--- src/rtl/if_fetch_stage.sv ---
// Instruction-fetch stage: PC/NPC pair with branch-delay-slot advance, imem req/ack
// handshake, one-word hold buffer for decode stalls, and the IF/ID pipeline register.
module if_fetch_stage #(
  parameter logic [31:0] RESET_PC  = 32'h0000_0000,
  parameter logic [31:0] NOP_INSTR = 32'h0000_0000
) (
  input  logic        clk,
  input  logic        reset,
  input  logic [1:0]  pc_source_select,
  input  logic [31:0] branch_target,
  input  logic        stall,
  input  logic        flush,
  output logic        imem_req,
  output logic [31:0] imem_addr,
  input  logic        imem_ack,
  input  logic [31:0] imem_rdata,
  output logic [31:0] pc_out,
  output logic [31:0] npc_out,
  output logic [31:0] if_id_instr,
  output logic [31:0] if_id_pc,
  output logic        if_id_valid
);

  typedef enum logic [1:0] {S_IDLE, S_REQ, S_HOLD} state_t;

  localparam logic [31:0] PC_INIT  = {RESET_PC[31:2], 2'b00};
  localparam logic [31:0] NPC_INIT = PC_INIT + 32'd4;

  state_t      state;
  logic [31:0] pc;
  logic [31:0] npc;
  logic [31:0] hold_buf;

  logic        word_arrives;
  logic        leave_hold;
  logic        advance;
  logic [31:0] deliver_word;
  logic [31:0] next_npc;
  logic        unused_target_bits;

  assign unused_target_bits = ^branch_target[1:0];

  // A flush counts as consuming the word: the PC still moves past it.
  always_comb begin
    word_arrives = (state == S_REQ) && imem_ack;
    leave_hold   = (state == S_HOLD) && (!stall || flush);
    advance      = (word_arrives && (!stall || flush)) || leave_hold;
    deliver_word = (state == S_HOLD) ? hold_buf : imem_rdata;
    next_npc     = (pc_source_select != 2'b00) ? {branch_target[31:2], 2'b00}
                                               : npc + 32'd4;
  end

  always_ff @(posedge clk or negedge reset) begin
    if (!reset) begin
      state       <= S_IDLE;
      pc          <= PC_INIT;
      npc         <= NPC_INIT;
      hold_buf    <= '0;
      if_id_instr <= NOP_INSTR;
      if_id_pc    <= '0;
      if_id_valid <= 1'b0;
    end else begin
      case (state)
        S_IDLE: state <= S_REQ;
        S_REQ: begin
          if (word_arrives && stall && !flush) begin
            hold_buf <= imem_rdata;
            state    <= S_HOLD;
          end
        end
        S_HOLD: begin
          if (leave_hold) begin
            state <= S_REQ;
          end
        end
        default: state <= S_IDLE;
      endcase

      if (advance) begin
        pc  <= npc;
        npc <= next_npc;
      end

      // Flush wins over delivery; a missing ack without stall inserts a bubble.
      if (flush) begin
        if_id_instr <= NOP_INSTR;
        if_id_pc    <= '0;
        if_id_valid <= 1'b0;
      end else if (advance) begin
        if_id_instr <= deliver_word;
        if_id_pc    <= pc;
        if_id_valid <= 1'b1;
      end else if ((state == S_REQ) && !imem_ack && !stall) begin
        if_id_instr <= NOP_INSTR;
        if_id_valid <= 1'b0;
      end
    end
  end

  assign imem_req  = (state == S_REQ);
  assign imem_addr = {pc[31:2], 2'b00};
  assign pc_out    = pc;
  assign npc_out   = npc;

endmodule

--- config.mk ---
export PLATFORM = sky130hd
export DESIGN_NAME = if_fetch_stage
export DESIGN_NICKNAME = d
export VERILOG_FILES = /design/src/rtl/if_fetch_stage.sv
export SDC_FILE = /design/constraint.sdc
export NUM_CORES = 1
export LEC_CHECK = 0
export ABC_AREA = 1
export CAP_MARGIN = 20
export CORE_AREA = 3 3 127 129
export DETAILED_ROUTE_END_ITERATION = 6
export DIE_AREA = 0 0 130 132
export PLACE_DENSITY = 0.91
export SYNTH_ARGS = -nofsm -noshare
export SYNTH_HDL_FRONTEND = slang
export SYNTH_SLANG_ARGS = --single-unit
--- constraint.sdc ---
create_clock -name clk -period 3.5 [get_ports clk]
set_clock_uncertainty 0.05 [all_clocks]
set_input_delay 0.7 -clock clk [delete_from_list [all_inputs] [get_ports clk]]
set_output_delay 0.7 -clock clk [all_outputs]
set_load 0.01 [all_outputs]
==> impl_metrics.env <==
export IMPL_setup_tns_ns=0
export IMPL_drv_cap=0
export IMPL_hold_class="input pin to async pin"
export IMPL_fp_row_count=45
export IMPL_rsz0062_at_grt="no"
export IMPL_crit_type="input pin to flip-flop"
export IMPL_viasPerCell=5.40
export IMPL_drive_gt1_share_pct=7.36
export IMPL_gr_usage_all_layers_pct=24.9
export IMPL_grt_pass1_wl_um=34000
export IMPL_drcViolationCount=0
export IMPL_synth_top_cell_by_area="dfrtp_1"
export IMPL_cp_max_fo=42
export IMPL_clk_pin_slew_ns=0.06
export IMPL_core_area_um2=15100
export IMPL_pre_cts_slack_ns=0.478
export IMPL_cts_buffer_depth=2
export IMPL_numPortBuffers=224
export IMPL_outcome="finished clean"
export IMPL_syn_cell_area_um2=7650
export IMPL_cp_slowest_stage_delay_ns=0.62
export IMPL_cp_arrival_ns=2.88
export IMPL_start_kind="input pin"
export IMPL_drtIter0Drc=538
export IMPL_first_pass_iters=6
export IMPL_synth_top_area_share_pct=51.4
export IMPL_die_w_um=130
export IMPL_post_route_min_period_ns=2.62
export IMPL_fillCellCount=1137
export IMPL_initial_core_util_pct=50.5
export IMPL_crit_end="npc_out[9]"
export IMPL_cts_made_buffers=17
export IMPL_ios=233
export IMPL_timing_fmax_ghz=0.382
export IMPL_slowest_stage="clkdlybuf4s50_1"
export IMPL_cts_resized=0
export IMPL_p_comb_share_pct=28.1
export IMPL_r2r_end="npc_out[20]"
export IMPL_grt_pass1_vias=6789
export IMPL_wl_um=21400
export IMPL_antenna_found_initial=0
export IMPL_power_density_nw_per_um2=584
export IMPL_cts_tree="yes"
export IMPL_grt_max_degree=63
export IMPL_worstMarginPinSlew_ns=1.08
export IMPL_switchingPower_w=0.00190
export IMPL_insertion_delay_ns=0.42
export IMPL_hpwl_um=14800
export IMPL_wire_per_inst_um=16.6
export IMPL_ys_flop_type="dfrtp_1"
export IMPL_place_gp_congestion=0.907
export IMPL_fp_dieH_um=132
export IMPL_timing_final_max_slew_violations=0
export IMPL_yosysSeqAreaShare_pct=51.7
export IMPL_p_leak_nw=4.77
export IMPL_synth_edff_count=0
export IMPL_crit_start="flush"
export IMPL_maxSlewHeadroom_pct=27.6
export IMPL_synthCells=907
export IMPL_synthToLayoutAreaGrowth_pct=36.6
export IMPL_ant_nets=0
export IMPL_setup_viol=0
export IMPL_grt_ovfl_total=0
export IMPL_critPathCaptureType="flip-flop"
export IMPL_power_frac_seq_pct=40.5
export IMPL_async_reset_ff_share_pct=100
export IMPL_p_int_w=0.00420
export IMPL_path_cells="clkdlybuf4s50_1, inv_2, nand2_2, nand3_1, nand2_2, buf_4, nand2_1, nor3_1, nor3_1"
export IMPL_switching_share_pct=31.1
export IMPL_synth_most_common_cell="nand2_1"
export IMPL_irDropWorstVdd_v=0.000375
export IMPL_rr_startpoint="npc_out[2]"
export IMPL_ys_types=34
export IMPL_cts_hold_buf=0
export IMPL_cts_root_buf="clkbuf_16"
export IMPL_yosys_warnings=0
export IMPL_die_area_um2=17200
export IMPL_post_cts_buffers=0
export IMPL_avgSynthCellArea_um2=8.43
export IMPL_worstRegToRegCells=10
export IMPL_numClockSinks=158
export IMPL_ys_ff_latch=158
export IMPL_clockPowerShare_pct=31.4
export IMPL_synthTopCellsByCount="229 x nand2_1, 157 x dfrtp_1, 97 x o21ai_0"
export IMPL_worst_slack_ns=0.880
export IMPL_required_ns=3.76
export IMPL_num_vias=6966
export IMPL_final_hold_viol_count=0
export IMPL_antennaDiodeCount=0
export IMPL_reg2reg_slack_ns=1.42
export IMPL_finalNetCount=1160
export IMPL_synth_area_leaders="dfrtp_1 51%, nand2_1 11%, o21ai_0 6.3%, nand3_1 5.0%, nor2_1 4.5%"
export IMPL_h_tree_depth=4
export IMPL_period_share_pct=74.9
area by class of cell:
type	instances	area, um2	share of cell area, %
Timing Repair Buffer	238	2410	23.1
Sequential cell	158	3960	37.8
Clock inverter	12	163	1.56
Tap cell	188	235	2.25
Clock buffer	20	457	4.37
Inverter	67	251	2.41
Multi-Input combinational cell	606	2980	28.5
worst min-delay path by stage:
| stage | endpoint | slack [ns] | depth (start not counted) | start |
|---|---|---|---|---|
| 2_1_floorplan | hold_buf[0] | 0.35 | 0 | reset |
| 3_3_place_gp | if_id_pc[8] | 0.41 | 2 | if_id_pc[8] |
| 3_5_place_dp | if_id_pc[4] | 0.41 | 2 | if_id_pc[4] |
| 4_1_cts | hold_buf[27] | 0.19 | 1 | reset |
| 5_1_grt | hold_buf[27] | 0.21 | 1 | reset |
| 6_report | hold_buf[27] | 0.19 | 1 | reset |
metrics by stage:
step	util, %	hold slack (ns)	cells	total power (W)	cell area [um2]
2_1_floorplan	-	0.354	912	0.00329	7670
3_3_place_gp	64.9	0.406	1257	0.00414	9830
3_5_place_dp	64.9	0.408	1257	0.00420	9830
4_1_cts	69.0	0.194	1289	0.00613	10500
5_1_grt	69.0	0.208	1289	0.00639	10500
6_report	69.0	0.188	1289	0.00610	10500
cell usage in the layout, fill, tap and decap left out, types with 3 or more instances in the layout:
cell type / Yosys / routed
a21oi_1: 20 / 20
a22oi_1: 3 / 3
buf_12: 0 / 5
buf_4: 40 / 9
bufinv_16: 0 / 3
clkbuf_16: 0 / 17
clkdlybuf4s50_1: 0 / 223
clkinv_4: 0 / 4
clkinvlp_4: 0 / 5
conb_1: 1 / 6
dfrtp_1: 157 / 157
inv_1: 66 / 66
mux2_2: 23 / 23
mux2i_1: 24 / 24
nand2_1: 229 / 227
nand2_2: 2 / 4
nand3_1: 76 / 76
nor2_1: 91 / 90
nor2_4: 1 / 3
nor3_1: 10 / 10
o21ai_0: 97 / 97
o21ai_1: 7 / 7
o21bai_1: 3 / 3
sequential cells by signal (all words and copies together), names as in the netlist:
| signal | count |
|---|---|
| pc_out | 30 |
| npc_out | 30 |
| if_id_pc | 31 |
| if_id_instr | 32 |
| if_id_valid | 1 |
| state | 2 |
| hold_buf | 32 |
routing by layer:
| layer | GRT usage (%) | wire length (um) | vias to the layer above |
|---|---|---|---|
| met1 | 31.3 | 8550 | 3330 |
| met4 | 9.01 | 570 | 0 |
| met2 | 42.0 | 10700 | 326 |
| met3 | 5.75 | 1590 | 49 |
| met5 | 0 | 0 | - |
| li1 | - | - | 3261 |
logic make-up after synthesis:
group / synth area share (%)
other: 0.0490
buffers and inverters: 9.85
DFF: 51.7
adders and majority gates: 0.164
muxes: 6.67
AOI/OAI and AO/OA: 9.06
and+or+nand+nor: 22.5
power groups by stage:
stage / combinational [W] / clock (W) / sequential (W)
finish: 0.00171 / 0.00191 / 0.00247
floorplan: 0.000768 / 0 / 0.00252
global placement: 0.00166 / 0 / 0.00248
detailed placement: 0.00170 / 0 / 0.00249
global route: 0.00186 / 0.00201 / 0.00252
CTS: 0.00173 / 0.00194 / 0.00247
worst max-delay path: cells and delay by family:
kind	cells	cell delay, ns
simple gates	6	0.94
buf+inv	3	1.22
(Power assumes the default switching activity.)
